$ cat config.mk
export PLATFORM = sky130hd
export DESIGN_NAME = reg_cmd_sequencer
export DESIGN_NICKNAME = d
export VERILOG_FILES = /design/src/rtl/reg_cmd_sequencer.sv
export SDC_FILE = /design/constraint.sdc
export NUM_CORES = 1
export LEC_CHECK = 0
export BUFFER_PORTS_ARGS = -buffer_cell sky130_fd_sc_hd__buf_2
export CAP_MARGIN = 25
export CORE_UTILIZATION = 45
export DETAILED_ROUTE_END_ITERATION = 10
export PLACE_DENSITY = 0.81
export SYNTH_ARGS = -nofsm -noshare
export SYNTH_HDL_FRONTEND = slang
export SYNTH_SLANG_ARGS = --single-unit
$ cat constraint.sdc
create_clock -name Clock -period 1.9 [get_ports Clock]
set_clock_uncertainty 0.15 [all_clocks]
set_input_delay 0.19 -clock Clock [delete_from_list [all_inputs] [get_ports Clock]]
set_output_delay 0.19 -clock Clock [all_outputs]
set_load 0.03 [all_outputs]
$ cat src/rtl/reg_cmd_sequencer.sv
// Command sequencer for a four-register bank: accepts one register command and
// drives the bank's enable, function select and load data for one or more cycles.
module reg_cmd_sequencer #(
    parameter int DATA_WIDTH = 16
) (
    input  logic                  Clock,
    input  logic                  Reset,
    input  logic                  CmdValid,
    output logic                  CmdReady,
    input  logic [1:0]            CmdReg,
    input  logic [1:0]            CmdOp,
    input  logic [3:0]            CmdCount,
    input  logic [DATA_WIDTH-1:0] CmdData,
    output logic [3:0]            E,
    output logic [1:0]            FunSel,
    output logic [DATA_WIDTH-1:0] I,
    output logic                  Busy,
    output logic                  Done
);

    typedef enum logic {
        IDLE  = 1'b0,
        ISSUE = 1'b1
    } state_t;

    state_t                state_q, state_d;
    logic [1:0]            tgt_q, tgt_d;
    logic [1:0]            op_q, op_d;
    logic [DATA_WIDTH-1:0] data_q, data_d;
    logic [3:0]            remain_q, remain_d;
    logic                  done_q, done_d;

    always_ff @(posedge Clock) begin
        if (Reset) begin
            state_q  <= IDLE;
            tgt_q    <= 2'd0;
            op_q     <= 2'd0;
            data_q   <= '0;
            remain_q <= 4'd0;
            done_q   <= 1'b0;
        end else begin
            state_q  <= state_d;
            tgt_q    <= tgt_d;
            op_q     <= op_d;
            data_q   <= data_d;
            remain_q <= remain_d;
            done_q   <= done_d;
        end
    end

    // Load and clear (op[1]=1) issue once, so their repeat count is forced to zero.
    always_comb begin
        state_d  = state_q;
        tgt_d    = tgt_q;
        op_d     = op_q;
        data_d   = data_q;
        remain_d = remain_q;
        done_d   = 1'b0;
        case (state_q)
            IDLE: begin
                if (CmdValid) begin
                    state_d  = ISSUE;
                    tgt_d    = CmdReg;
                    op_d     = CmdOp;
                    data_d   = CmdData;
                    remain_d = CmdOp[1] ? 4'd0 : CmdCount;
                end
            end
            ISSUE: begin
                if (remain_q == 4'd0) begin
                    state_d = IDLE;
                    done_d  = 1'b1;
                end else begin
                    remain_d = remain_q - 4'd1;
                end
            end
            default: state_d = IDLE;
        endcase
    end

    always_comb begin
        CmdReady = (state_q == IDLE);
        Busy     = (state_q == ISSUE);
        Done     = done_q;
        E        = 4'b0000;
        FunSel   = 2'b00;
        I        = '0;
        if (state_q == ISSUE) begin
            E      = 4'b0001 << tgt_q;
            FunSel = op_q;
            I      = data_q;
        end
    end

endmodule

; ---- Word level (Yosys, flattened, before mapping)
; Cells that the tools add are included.
[word_totals]
ff_bits = 26
output_inout_bits = 25
[op_classes]
addsub = 1
n_eq_ne = 2
shift = 1
muxes = 11
n_bitwise = 1
n_reduce_logical = 4
[op_table]
columns = operator, n
row1 = $mux 16, 1
row2 = $mux 4, 4
row3 = $pmux 4 s2, 1
row4 = $logic_not 4->1, 1
row5 = $ne 2x2->1 const B, 2
row6 = $reduce_and 2->1, 2
row7 = $shl 1x2->4 const A, 1
row8 = $sub 4x1->4 const B, 1
row9 = $mux 1, 3
row10 = $mux 2, 1
row11 = $pmux 1 s2, 1
row12 = $reduce_or 2->1, 1
row13 = $not 1->1, 1

; ---- Logic depth before layout (Yosys ltp)
[depth]
word_depth = 3
depth_mapped = 5
ltp_nobuf = 5

; ---- Worst setup path before layout
; Ideal clock, no wire load.
[synth_timing]
path_kind = flip-flop to output port
startpoint = reg state_q (netlist: Busy)
endpoint = out E[2]
arrival_time_ns = 1.575
t_required_ns = 1.560
path_slack_ns = -0.015
stages_incl_launch_ff = 4
n_path_buf = 1
cell_sequence = dfxtp_1 -> buf_6 -> inv_2 -> nor3b_1
[synth_between]
elab_chain_cells = 1
[synth_rtl]
columns = element, line
row1 = from (decl), 26  ; state_t state_q, state_d;
row2 = from (signal assigned), 42  ; state_q <= state_d;
row3 = $mux 4, 88  ; if (state_q == ISSUE) begin
row4 = to (decl), 14  ; output logic [3:0] E,
; Every way passes these cells.

; ---- Worst setup path in the final report
; Same ends and word-level chain as after synthesis.

==> impl_metrics.ini <==
[run_status]
status = complete, no violations

[global_routing]
overflow = 0
grt_max_degree = 28
grt_pass1_vias = 1065
grt_pass1_wl_um = 4290
antenna_found_initial = 0
grt_use_total_pct = 21.2

[final_layout]
num-fill-cells = 183
syn_to_final_growth_pct = 44.6
final_nets = 245
antenna_cells = 0
drive_above_1_share_pct = 28.7
regArea_sq_um = 520
multi_input_area_sq_um = 579

[detailed_routing]
drtAntennaViolNets = 0
wl_per_cell_um = 12.0
drc = 0
drt-initial-drc-count = 15
via_count = 1236
avgViaCountPerCell = 5.02
drt_first_pass_iters = 4
wl_um = 2950

[worst_setup_path]
critPathRequiredTime_ns = 1.56
timing.rr.start = Busy
crit_arrival_ns = 1.46
r2r_slack_ns = 0.37
slowest_stage = dfxtp_1
cp_top_family = buffers and inverters
startpoint_type = flop
cp-end-kind = output port
reg2reg_depth = 3
path_class = reg2out
critPathMaxFanout = 26
crit_chain = buf_6 -> inv_2 -> nor3b_2 -> buf_2
critPathBufInv = 3
worst-path-stages = 4
rr_endpoint = remain_q[2]
crit_path_max_incr_delay_ns = 0.44

[synthesis]
synth_compound_area_share_pct = 15.0
muxShareOfSynthArea_pct = 0
syn_avg_cell_area_sq_um = 7.79
synthAdderAreaFrac_pct = 1.08
synthXorXnorAreaFrac_pct = 0
synth_area_leaders = dfxtp_1 (45%), nand2_1 (14%), and2_1 (9.7%)
yosys_warnings = 0
dominantRegCellSynth = dfxtp_1
netlist_area_sq_um = 1160
synth.distinct_cells = 31
synth-simple-area-share_pct = 33.4
synthCells = 149
synthDominantCellAreaShare_pct = 44.8
synth_top_family_by_area = simple AND/OR/NAND/NOR gates
synthArstFlopShare_pct = 0
synth-seq-cells = 26
syn-num-nets = 177
ys_seq_area_share_pct = 44.8
synth-edff-count = 0
synth_top_area_cell = dfxtp_1

[timing]
hold_viol_final = 0
slew_viol_final = 0
period_share_pct = 94.8
fmax_mhz = 555
whs_ns = 0.0125
maxSlewHeadroom_pct = 55.7
setup_viol = 0
tightest_slew_ns = 0.664
layout_min_cycle_time_ns = 1.80
setup_tns_ns = 0
rsz0062_at_grt = no

[clock_network]
cts_root_buffer = clkbuf_4
clock-sinks = 26
cts_tree = yes
clkTransAtPathRegs_ns = 0.14
cts_buffers = 3
clk_latency_ns = 0.32
htreeDepth = 1
max-clock-path-buffers = 2

[min_path]
holdPathStages = 3
holdPathEnd = remain_q[2]
min_path_type = in2reg
worstHoldStart = CmdCount[2]

[die]
num_rows = 18
start_util_pct = 47.3
dieArea_sq_um = 2790
ios = 52
coreArea_sq_um = 2450
chipHeight_um = 52.8
die_w_um = 52.8

[power]
switchingPower_uw = 357
peakVddDrop_v = 0.000616
p_leak_uw = 0.000785
p_clk_share_pct = 29.0
intPower_uw = 928
power.density_nw_per_um2 = 766
p_comb_share_pct = 23.4
p_seq_share_pct = 47.7
p_sw_share_pct = 27.8

[placement]
routabilityCongestion = 0.821
numPortBuffers = 51
dp.final_hpwl_um = 1850

[run]
maxCapViolCount = 0
## synth_stat cells (2+ instances only)
cell type	number
clkbuf_1	4
dfxtp_1	26
nor2_1	4
buf_2	5
a31oi_1	2
a21oi_1	21
nand2_1	42
and2_1	18
o31ai_1	2
nand3_1	2
inv_1	3
## sequential cells by signal, indices dropped and copies added, names as in the netlist
signal / flops
Busy: 1
Done: 1
remain_q: 4
tgt_q: 2
op_q: 2
data_q: 16
## placed cells by master (no fill, tap or decap), drive strengths merged, types with 2 or more instances in the layout
master	Yosys	layout
clkbuf	4	3
a31oi	2	2
nor2	4	4
nand3	2	2
nand2	43	43
dlygate4sd3	0	20
inv	4	4
buf	6	53
a21oi	21	21
dfxtp	26	26
o31ai	2	2
and2	18	18
## per-layer routing
metal	GRT usage (%)	part of all wire, %
met2	36.3	48
met5	0	0
met1	24.6	42
met3	2.90	6.7
met4	12.7	2.6
## cell families (layout without fill, tap and decap cells)
group,count (synthesis),count (layout)
AOI/OAI and AO/OA,30,30
adders and majority gates,1,1
DFF,26,26
buffers and inverters,14,81
and+or+nand+nor,78,78
## cell type report
type                            count  area share (%)
Sequential cell                    26            31.0
Multi-Input combinational cell    109            34.5
Clock buffer                        3            1.34
Timing Repair Buffer               73            28.2
Clock inverter                      1            1.79
Tap cell                           30            2.24
Inverter                            4           0.894
## worst reg2reg max path, delay by kind of cell (launching register included)
kind,cells,cell delay [ns]
simple gates,2,0.79
compound gates,1,0.14
flops,1,0.38
## stage by stage
stage | utilization (%) | setup slack, ns | instance area, sq um | instances | power, uW
after floorplan | - | 0.0781 | 1170 | 149 | 814
after global placement | 58.0 | 0.462 | 1420 | 222 | 878
after detailed placement | 58.0 | 0.411 | 1420 | 222 | 888
after CTS | 68.2 | 0.0291 | 1680 | 246 | 1290
after global routing | 68.4 | 0.00519 | 1680 | 246 | 1350
final | 68.4 | 0.0997 | 1680 | 246 | 1290
## worst max path at each step
stage	to	slack (ns)	startpoint
global route	E[2]	0.005	Busy
finish	E[2]	0.1	Busy
floorplan	E[0]	0.08	Busy
CTS	E[2]	0.03	Busy
global placement	E[2]	0.46	Busy
detailed placement	remain_q[2]	0.41	Busy
## timing repair
item / CTS / global route
resized for setup: 0 / 1
endpoints found under the hold margin: 20 / 0
setup endpoints to repair: 0 / 2
setup buffers: 0 / 0
hold buffers: 20 / 0
## power groups by stage
stage	clock network, uW	registers [uW]	logic (uW)
2_1_floorplan	0	626	188
3_3_place_gp	0	621	257
6_report	372	613	300
4_1_cts	379	612	297
5_1_grt	403	619	329
3_5_place_dp	0	624	264
No activity file was read; power rests on OpenSTA's default activity.
